[config.mk]
export PLATFORM = sky130hd
export DESIGN_NAME = fetch_unit
export DESIGN_NICKNAME = d
export VERILOG_FILES = /design/src/rtl/fetch_unit.sv
export SDC_FILE = /design/constraint.sdc
export NUM_CORES = 1
export LEC_CHECK = 0
export BUFFER_PORTS_ARGS = -buffer_cell sky130_fd_sc_hd__buf_2
export CELL_PAD_IN_SITES_DETAIL_PLACEMENT = 2
export CELL_PAD_IN_SITES_GLOBAL_PLACEMENT = 2
export CORE_ASPECT_RATIO = 2
export CORE_MARGIN = 2
export CORE_UTILIZATION = 31
export DETAILED_ROUTE_END_ITERATION = 10
export PLACE_DENSITY = 0.95
export SYNTH_ARGS = -nofsm -noshare
export SYNTH_HDL_FRONTEND = slang
export SYNTH_SLANG_ARGS = --single-unit
[constraint.sdc]
create_clock -name CLK -period 5.55 [get_ports CLK]
set_input_delay 0.2775 -clock CLK [delete_from_list [all_inputs] [get_ports CLK]]
set_output_delay 0.2775 -clock CLK [all_outputs]
set_load 0.01 [all_outputs]
[src/rtl/fetch_unit.sv]
// Instruction fetch stage: PC sequencing, redirect squash of in-flight reads, decode-latch control.
// Optional HALT detection on the all-ones word is enabled by defining FETCH_HALT_DETECT_EN.
module fetch_unit #(
  parameter logic [31:0] PC0 = 32'h0000_0000
) (
  input  logic        CLK,
  input  logic        nRST,
  input  logic        ihit,
  input  logic [31:0] imemload,
  output logic        imemREN,
  output logic [31:0] imemaddr,
  input  logic        stall,
  input  logic        redirect,
  input  logic [31:0] redirect_pc,
  output logic [31:0] npc_o,
  output logic [31:0] instr_o,
  output logic        pipe1_en,
  output logic        flush_o,
  output logic        halted
);

  localparam int unsigned XLEN = 32;
  localparam logic [XLEN-1:0] WORD_BYTES = XLEN'(4);
  localparam logic [XLEN-1:0] ALIGN_MASK = ~XLEN'(3);
  localparam logic [XLEN-1:0] HALT_WORD  = '1;

  typedef enum logic [1:0] {
    FETCH  = 2'd0,
    SQUASH = 2'd1,
    HALT   = 2'd2
  } state_e;

  state_e          state_q, state_d;
  logic [XLEN-1:0] pc_q, pc_d;
  logic [XLEN-1:0] pend_pc_q, pend_pc_d;
  logic            halted_q, halted_d;

  logic            ren;
  logic            load_en;
  logic            flush;
  logic [XLEN-1:0] target;

  // Low address bits of the redirect target are dropped to keep fetches word aligned.
  assign target = redirect_pc & ALIGN_MASK;

  always_ff @(posedge CLK or negedge nRST) begin
    if (!nRST) begin
      state_q   <= FETCH;
      pc_q      <= PC0;
      pend_pc_q <= '0;
      halted_q  <= 1'b0;
    end else begin
      state_q   <= state_d;
      pc_q      <= pc_d;
      pend_pc_q <= pend_pc_d;
      halted_q  <= halted_d;
    end
  end

  always_comb begin
    state_d   = state_q;
    pc_d      = pc_q;
    pend_pc_d = pend_pc_q;
    halted_d  = halted_q;
    ren       = 1'b0;
    load_en   = 1'b0;
    flush     = 1'b0;

    unique case (state_q)
      FETCH: begin
        ren = 1'b1;
        if (redirect) begin
          flush = 1'b1;
          if (ihit) begin
            pc_d = target;
          end else begin
            // Read for the old pc is still outstanding; wait it out before retargeting.
            pend_pc_d = target;
            state_d   = SQUASH;
          end
        end else if (ihit && !stall) begin
          load_en = 1'b1;
          pc_d    = pc_q + WORD_BYTES;
`ifdef FETCH_HALT_DETECT_EN
          if (imemload == HALT_WORD) begin
            state_d  = HALT;
            halted_d = 1'b1;
          end
`endif
        end
      end

      SQUASH: begin
        ren = 1'b1;
        if (redirect) begin
          flush     = 1'b1;
          pend_pc_d = target;
          if (ihit) begin
            pc_d    = target;
            state_d = FETCH;
          end
        end else if (ihit) begin
          pc_d    = pend_pc_q;
          state_d = FETCH;
        end
      end

      HALT: begin
`ifdef FETCH_HALT_DETECT_EN
        if (redirect) begin
          flush    = 1'b1;
          pc_d     = target;
          state_d  = FETCH;
          halted_d = 1'b0;
        end
`else
        state_d = FETCH;
`endif
      end

      default: state_d = FETCH;
    endcase
  end

  // Handshake outputs are forced inactive while reset is asserted.
  assign imemREN  = nRST & ren;
  assign pipe1_en = nRST & load_en;
  assign flush_o  = nRST & flush;
  assign imemaddr = pc_q;
  assign npc_o    = pc_q + WORD_BYTES;
  assign instr_o  = imemload;
  assign halted   = halted_q;

  // HALT_WORD is only referenced when halt detection is built in.
  logic unused_halt_word;
  assign unused_halt_word = ^HALT_WORD;

endmodule

==> results of run 1 <==
## worst paths after layout
path,start,endpoint,slack [ns]
worst min register to register,pend_pc_q[5],pend_pc_q[5],0.51
min in group CLK,redirect_pc[21],pend_pc_q[21],0.18
worst max-delay path,imemaddr[2],npc_o[24],2.53
worst max register to register,state_q[0],imemaddr[13],2.84
worst min-delay path,nRST,imemaddr[13],0.02
max in group asynchronous,nRST,imemaddr[25],4.56
## worst max-delay path: stages, from the launching register on
cell	delay (ns)
dfrtp_1	0.50
ha_1	0.30
nand3_1	0.25
or2_2	0.48
nor3_1	0.52
xor2_1	0.18
buf_2	0.15
## sequential cells by signal, indices dropped and copies added, names as in the netlist
register	flops
imemaddr	32
pend_pc_q	30
state_q	1
## cell families (layout without fill, tap and decap cells)
family | Yosys count | in the layout | share of synthesized area (%)
flip-flops | 63 | 63 | 35.9
XOR/XNOR | 28 | 28 | 5.59
other | 1 | 1 | 0.0854
AND/OR/NAND/NOR | 124 | 124 | 15.2
buffers and inverters | 89 | 138 | 12.1
multiplexers | 43 | 43 | 10.9
adder cells (fa/ha/maj) | 1 | 1 | 0.285
AO/OA/AOI/OAI | 129 | 129 | 20.0
## metal layers
metal	GRT usage (%)	up-vias	part of all wire, %
met3	3.68	53	4.3
li1	-	1773	-
met1	25.0	2072	36
met5	0	-	0
met4	13.0	0	4.5
met2	42.7	145	55
## layout make-up
class | count | area [um2] | share of cell area (%)
clock buffers | 9 | 225 | 4.44
clock inverters | 7 | 145 | 2.86
inverters | 15 | 56.3 | 1.11
multi-input cells | 326 | 2290 | 45.0
flip-flops and latches | 63 | 1580 | 31.0
well taps | 189 | 236 | 4.66
repair buffers | 107 | 551 | 10.8
## cell usage in the layout (no fill, tap or decap), types with 5 or more instances in the layout
cell type	synthesis	layout
dfrtp_1	63	63
xor2_1	8	8
a22o_1	13	13
mux2_2	39	39
nand2_1	34	34
o2bb2ai_1	5	5
clkbuf_16	0	9
buf_2	9	101
nand4_1	8	8
xnor2_1	20	20
nor2_1	39	39
inv_1	15	15
o21ai_0	27	26
buf_4	36	6
a2bb2oi_1	6	6
a21oi_1	30	30
a22oi_1	7	7
nor3_1	8	8
nand3_1	10	10
a31oi_1	9	9
a221oi_1	7	7
o211ai_1	5	5
## stage by stage
stage	setup WS, ns	util [%]	area [um2]	total power (W)	instances
2_1_floorplan	3.41	-	4390	0.00101	478
3_3_place_gp	2.50	33.9	4710	0.00116	700
3_5_place_dp	2.44	33.9	4710	0.00121	700
4_1_cts	2.50	36.6	5080	0.00195	716
5_1_grt	2.31	36.6	5080	0.00202	716
6_report	2.53	36.6	5080	0.00194	716
## power by group through the flow
stage	clock network (W)	logic [W]	registers, W
2_1_floorplan	0	0.000373	0.000641
3_3_place_gp	0	0.000484	0.000676
3_5_place_dp	0	0.000514	0.000696
4_1_cts	0.000725	0.000530	0.000691
5_1_grt	0.000744	0.000571	0.000708
6_report	0.000720	0.000524	0.000694
==> flow_summary.ini, run 1 <==
[pwr]
ir_drop_mv = 0.232
p_int_w = 0.00126
leakage_nw = 2.22
power_switching_w = 0.000681
clockPowerShare_pct = 37.1
seqPwrFrac_pct = 35.8
combPwrFrac_pct = 27.0
powerDensity_nw_per_um2 = 382
switching_share_pct = 35.2

[sta]
clock_skew_ns = 0.00848
worstMarginPinSlew_ns = 1.02
fin_crit_sh_pct = 54.4
final-setup-viol-count = 0
whs_ns = 0.0187
hold_viol_final = 0
max_freq_mhz = 331
tns_ns = 0
maxSlewViolCount = 0
rsz0062_at_grt = no
slew_headroom_pct = 31.5
period_minus_slack_ns = 3.02

[finish]
area_growth_pct = 15.7
drive_above_1_share_pct = 33.8
antenna_cells = 0
fill_cells = 1618
layout.nets = 592

[clock_network]
ctsRootBufferMaster = clkbuf_16
clk_latency_ns = 0.35
cts_resized = 0
cts_buffer_depth = 2
clock_sinks = 63
cts-buffers-inserted = 9
htreeDepth = 3
tritoncts = yes
holdBufCountCts = 0
clkTransAtPathRegs_ns = 0.06
cts_setup_buffers = 0

[grt]
grt_pass1_wl_um = 26400
overflow = 0
grt_pass1_vias = 4587
grt_use_total_pct = 23.4
grt_max_degree = 48
antenna_found_initial = 0

[die]
start_util_pct = 31.6
dieArea_um2 = 15200
die_h_um = 172
rows = 61
die_w_um = 88.1
io_pins = 169
core-area_um2 = 13900

[routing]
vias = 4043
antenna_left = 0
routed_wl_um = 17300
wl_per_cell_um = 24.2
via_per_inst = 5.65
firstDrtPassIters = 4
drc = 0
drtIter0Drc = 167

[worst_setup_path]
crit_type = flip-flop to output pin
critPathLaunchType = flip-flop
worstPathRequired_ns = 5.27
critical_path_arrival_ns = 2.74
crit_fanout = 8
end_kind = output pin
reg2regPathDepth = 6

[logic_synthesis]
synth_edf_count = 0
netlist_area_um2 = 4390
synth.net_count = 548
synth_cells = 478
ys_types = 56
synthTopCellsByCount = 63 x dfrtp_1, 39 x mux2_2, 39 x nor2_1, 36 x buf_4, 34 x nand2_1
synth_seq_cells = 63
ys_seq_area_share_pct = 35.9
synth_area_leader_cell = dfrtp_1
ys_warn_count = 0
ys_async_sr_fraction_pct = 100
synth_most_common_cell = dfrtp_1
synth_ff_type = dfrtp_1
synth_top_area_share_pct = 35.9
avgSynthCellArea_um2 = 9.18
synthTopCellsByArea = dfrtp_1 36%, mux2_2 10%, buf_4 6.2%, xnor2_1 4.0%, a21oi_1 3.4%

[place]
globalplace.congestion = 0.845
portBuffers = 101
dpl.hpwl_um = 11600

[flow_run]
cap_violations = 0

[hold_path]
hold_path_class = primary input to asynchronous set/reset pin

[outcome]
run_status = complete, no violations
Power figures use the tool's default switching activity.
==> run 2, diff against run 1 <==
CORE_UTILIZATION = 26   (was 31)
PLACE_DENSITY = 0.88   (was 0.95)
clock period = 2.7 ns   (was 5.55 ns; I/O delays follow)
==> flow_summary.ini, run 2 (synthesized netlist as in run 1, its figures left out) <==
[routing]
vias = 4175
via_per_inst = 5.57
routed_wl_um = 17900
drtIter0Drc = 123
wl_per_cell_um = 23.9
firstDrtPassIters = 4
antenna_left = 0
drc = 0

[die]
core-area_um2 = 16700
dieArea_um2 = 18000
die_w_um = 95.9
start_util_pct = 26.3
die_h_um = 188
io_pins = 169
rows = 67

[worst_setup_path]
worstPathRequired_ns = 2.57
worst_path_dominant_cell_family = simple AND/OR/NAND/NOR gates
end_kind = output pin
crit_type = flip-flop to output pin
crit_slowest_cell = dfrtp_1
crit_fanout = 9
cpPeakStageDelay_ns = 0.57
critPathLaunchType = flip-flop
critical_path.cell_chain = nand4_4 -> or4_4 -> nor4_4 -> xnor2_1 -> buf_2
critical_path_arrival_ns = 2.50
worst-path-buf-inv = 1

[sta]
setup_ws_ns = 0.0649
hold_viol_final = 0
whs_ns = 0.0378
max_freq_mhz = 379
worstMarginPinSlew_ns = 0.626
maxSlewViolCount = 0
clock_skew_ns = 0.0107
period_minus_slack_ns = 2.64
fin_crit_sh_pct = 97.6
final-setup-viol-count = 0
rsz0062_at_grt = no
tns_ns = 0
slew_headroom_pct = 58.3

[clock_network]
htreeDepth = 3
clock_sinks = 63
cts_buffer_depth = 2
cts-buffers-inserted = 9
tritoncts = yes
ctsRootBufferMaster = clkbuf_16
clk_latency_ns = 0.34
clkTransAtPathRegs_ns = 0.06

[place]
pre_cts_ws_ns = 0.273
portBuffers = 101
dpl.hpwl_um = 12800
globalplace.congestion = 0.801
post_dp_cell_area_um2 = 4840

[finish]
stdcell_area_um2 = 5170
area_growth_pct = 17.7
layout.nets = 608
largest_reg_flops = 32
antenna_cells = 0
drive_above_1_share_pct = 36.5
final_common_cell = buf_2
layout_common_cells = 101 x buf_2, 60 x dfrtp_1, 39 x nor2_1, 39 x mux2_2, 34 x nand2_1
fin_util_pct = 31.0

[grt]
grt_use_total_pct = 20.4
grt_max_degree = 39
grt_pass1_vias = 4850
antenna_found_initial = 0
grt_pass1_wl_um = 27600
overflow = 0

[pwr]
leakage_nw = 2.27
ir_drop_mv = 0.277
powerDensity_nw_per_um2 = 722

[flow_run]
cap_violations = 0

[outcome]
run_status = complete, no violations

[hold_path]
hold_path_class = primary input to flip-flop
-- run 2: cell count changes in the layout (fill, tap and decap cells not counted), moves of 2 or more --
cell,delta
bufinv_16,-3
dfrtp_2,+3
dfrtp_1,-3
clkinv_2,+2
buf_4,+15
-- run 2: final cells by class --
class                      instances  area [um2]
clock buffer                       9         225
clock inverter                     7        72.6
fill                            1838       11500
inverter                          15        56.3
multi-input combinational        326        2300
sequential                        63        1580
tap                              207         259
timing repair buffer             123         673
-- run 2: power by group --
group          switching [W]  internal (W)
sequential          0.000291       0.00111
combinational       0.000647      0.000493
clock               0.000468      0.000715
-- run 2: final timing paths --
check,start,end,slack [ns],depth (start not counted)
hold reg to reg,pend_pc_q[20],pend_pc_q[20],0.51,1
setup / recovery,imemaddr[12],npc_o[28],0.06,5
max in group asynchronous,nRST,imemaddr[20],1.68,3
setup reg to reg,imemaddr[12],imemaddr[27],0.53,5
min in group asynchronous,nRST,pend_pc_q[31],0.18,2
hold / removal,redirect_pc[25],pend_pc_q[25],0.04,2
-- run 2: routing by layer --
layer,up-vias,share of wire [%],global-route usage [%]
met2,171,53,35.4
met4,0,8.5,17.7
met1,2100,33,20.0
met5,-,0,0
met3,104,4.6,3.42
li1,1800,-,-
-- run 2: worst reg2reg max path, stage by stage (launching register included) --
cell	delay, ns
dfrtp_1	0.57
nand4_4	0.19
or3_4	0.47
nor4_2	0.46
o21ai_0	0.17
o2bb2ai_1	0.18
-- run 2: stage by stage --
stage	std cells	total power (W)
after floorplan	478	0.00208
final	750	0.00373
after CTS	750	0.00375
after detailed placement	733	0.00253
after global placement	733	0.00244
after global routing	750	0.00390
-- run 2: timing repair --
item | CTS | global route
hold buffers | 1 | 0
endpoints found under the setup margin | 4 | 3
endpoints found under the hold margin | 26 | 0
buffers inserted | 0 | 0
gates resized for setup | 2 | 4
==> run 3, diff against run 2 <==
CELL_PAD_IN_SITES_DETAIL_PLACEMENT = 0   (was 2)
GPL_ROUTABILITY_DRIVEN = 0   (was not set)
TNS_END_PERCENT = 5   (was not set)
==> flow_summary.ini, run 3 (synthesized netlist as in run 1, its figures left out) <==
[outcome]
run_status = complete, no violations

[routing]
routed.top_layer = met4
drtIter0Drc = 228
met3WireLength_um = 726
met1_length_um = 5160
vias = 4004
dr_wl_met2_um = 7910
firstDrtPassIters = 5
via_per_inst = 5.34
antenna_left = 0
routed_wl_um = 14700
drc = 0
wl_per_cell_um = 19.6

[clock_network]
clkTransAtPathRegs_ns = 0.06
tritoncts = yes
ctsRootBufferMaster = clkbuf_16
clk_latency_ns = 0.34
htreeDepth = 3
clock_sinks = 63
cts-buffers-inserted = 9
cts_buffer_depth = 2

[worst_setup_path]
end_kind = output pin
regToRegStartpoint = imemaddr[11]
critical_path.cell_chain = ha_1 -> nand3_1 -> or2_4 -> nor4_4 -> xnor2_1 -> buf_2
crit_fanout = 8
critical_path_arrival_ns = 2.47
reg2reg_setup_slack_ns = 0.50
crit_type = flip-flop to output pin
cpPeakStageDelay_ns = 0.47
crit_slowest_cell = dfrtp_1
reg2regPathDepth = 5
crit_path_start = imemaddr[2]
worstPathRequired_ns = 2.57
cp-endpoint = npc_o[28]
critPathLaunchType = flip-flop
reg2reg_to = imemaddr[27]

[finish]
final_cells = 750
largest_reg_flops = 32
area_growth_pct = 17.6
drive_above_1_share_pct = 35.9
layout.nets = 608
layout_common_cells = 101 x buf_2, 63 x dfrtp_1, 39 x nor2_1, 39 x mux2_2, 34 x nand2_1
antenna_cells = 0
final_common_cell = buf_2

[pwr]
switching_share_pct = 35.9
powerDensity_nw_per_um2 = 706
p_int_w = 0.00234
leakage_nw = 2.27
ir_drop_mv = 0.284
combPwrFrac_pct = 29.7
seqPwrFrac_pct = 37.8
clockPowerShare_pct = 32.5
power_switching_w = 0.00131

[sta]
final-setup-viol-count = 0
rsz0062_at_grt = no
maxSlewViolCount = 0
slew_headroom_pct = 59.6
clock_skew_ns = 0.00627
fin_crit_sh_pct = 96.4
period_minus_slack_ns = 2.60
tns_ns = 0
hold_viol_final = 0
worstMarginPinSlew_ns = 0.604
max_freq_mhz = 384

[die]
rows = 67
io_pins = 169
die_h_um = 188
core-area_um2 = 16700
die_w_um = 95.9
start_util_pct = 26.3
dieArea_um2 = 18000

[grt]
grt_pass1_vias = 4200
grt_pass1_wl_um = 23100
grt_use_total_pct = 16.9
antenna_found_initial = 0
grt_max_degree = 39
overflow = 0

[place]
post-place-cells = 733
portBuffers = 101
dpl.hpwl_um = 10800

[hold_path]
holdPathStages = 2
hold_path_class = primary input to flip-flop

[flow_run]
cap_violations = 0
[run 3: changes by cell type in the layout (fill, tap and decap cells not counted), sizes merged]
cell	change
clkbuf	+1
inv	-1
[run 3: worst min-delay path by stage]
stage / start / to / slack [ns]
after global placement: nRST / pend_pc_q[31] / -0.04
after global routing: redirect_pc[20] / pend_pc_q[20] / 0.05
after detailed placement: nRST / imemaddr[1] / -0.03
final: redirect_pc[19] / pend_pc_q[19] / 0.04
after floorplan: nRST / imemaddr[0] / -0.16
after CTS: redirect_pc[19] / pend_pc_q[19] / 0.04
[run 3: layer usage]
metal | GRT usage [%] | vias up
li1 | - | 1801
met1 | 17.9 | 1979
met2 | 29.5 | 161
met3 | 3.05 | 63
met4 | 11.2 | 0
met5 | 0 | -
[run 3: through the flow]
| step | setup slack [ns] | cell area (um2) | power [W] | hold slack, ns | utilization, % |
|---|---|---|---|---|---|
| detailed placement | 0.401 | 4840 | 0.00248 | -0.0349 | 29.0 |
| floorplan | 0.642 | 4390 | 0.00208 | -0.161 | - |
| finish | 0.0968 | 5160 | 0.00365 | 0.0443 | 31.0 |
| global placement | 0.404 | 4840 | 0.00244 | -0.0438 | 29.0 |
| CTS | 0.0161 | 5150 | 0.00366 | 0.0426 | 30.9 |
| global route | 0.00690 | 5160 | 0.00385 | 0.0536 | 31.0 |
[run 3: what timing repair did]
item / in CTS / in global routing
hold endpoints to repair: 26 / 0
hold buffers: 1 / 0
setup buffers: 0 / 0
endpoints found under the setup margin: 0 / 6
resized for setup: 0 / 3
[run 3: power by group through the flow]
stage | Sequential [W] | Combinational, W | Clock [W]
floorplan | 0.00132 | 0.000766 | 0
global placement | 0.00137 | 0.00106 | 0
detailed placement | 0.00139 | 0.00108 | 0
CTS | 0.00138 | 0.00109 | 0.00120
global route | 0.00141 | 0.00118 | 0.00125
finish | 0.00138 | 0.00108 | 0.00118
[run 3: worst max-delay path: cells and delay by family, from the launching register on]
| kind | cells | cell delay (ns) |
|---|---|---|
| xor gates and xnor gates | 1 | 0.22 |
| adders and majority gates | 1 | 0.25 |
| buffers and inverters | 1 | 0.19 |
| DFF | 1 | 0.47 |
| and+or+nand+nor | 3 | 1.01 |
[run 3: cell type report]
cell class,count,area (um2)
inverter,15,56.3
sequential,63,1580
multi-input combinational,326,2300
timing repair buffer,123,673
clock inverter,6,60.1
tap,207,259
fill,1723,11500
clock buffer,10,239
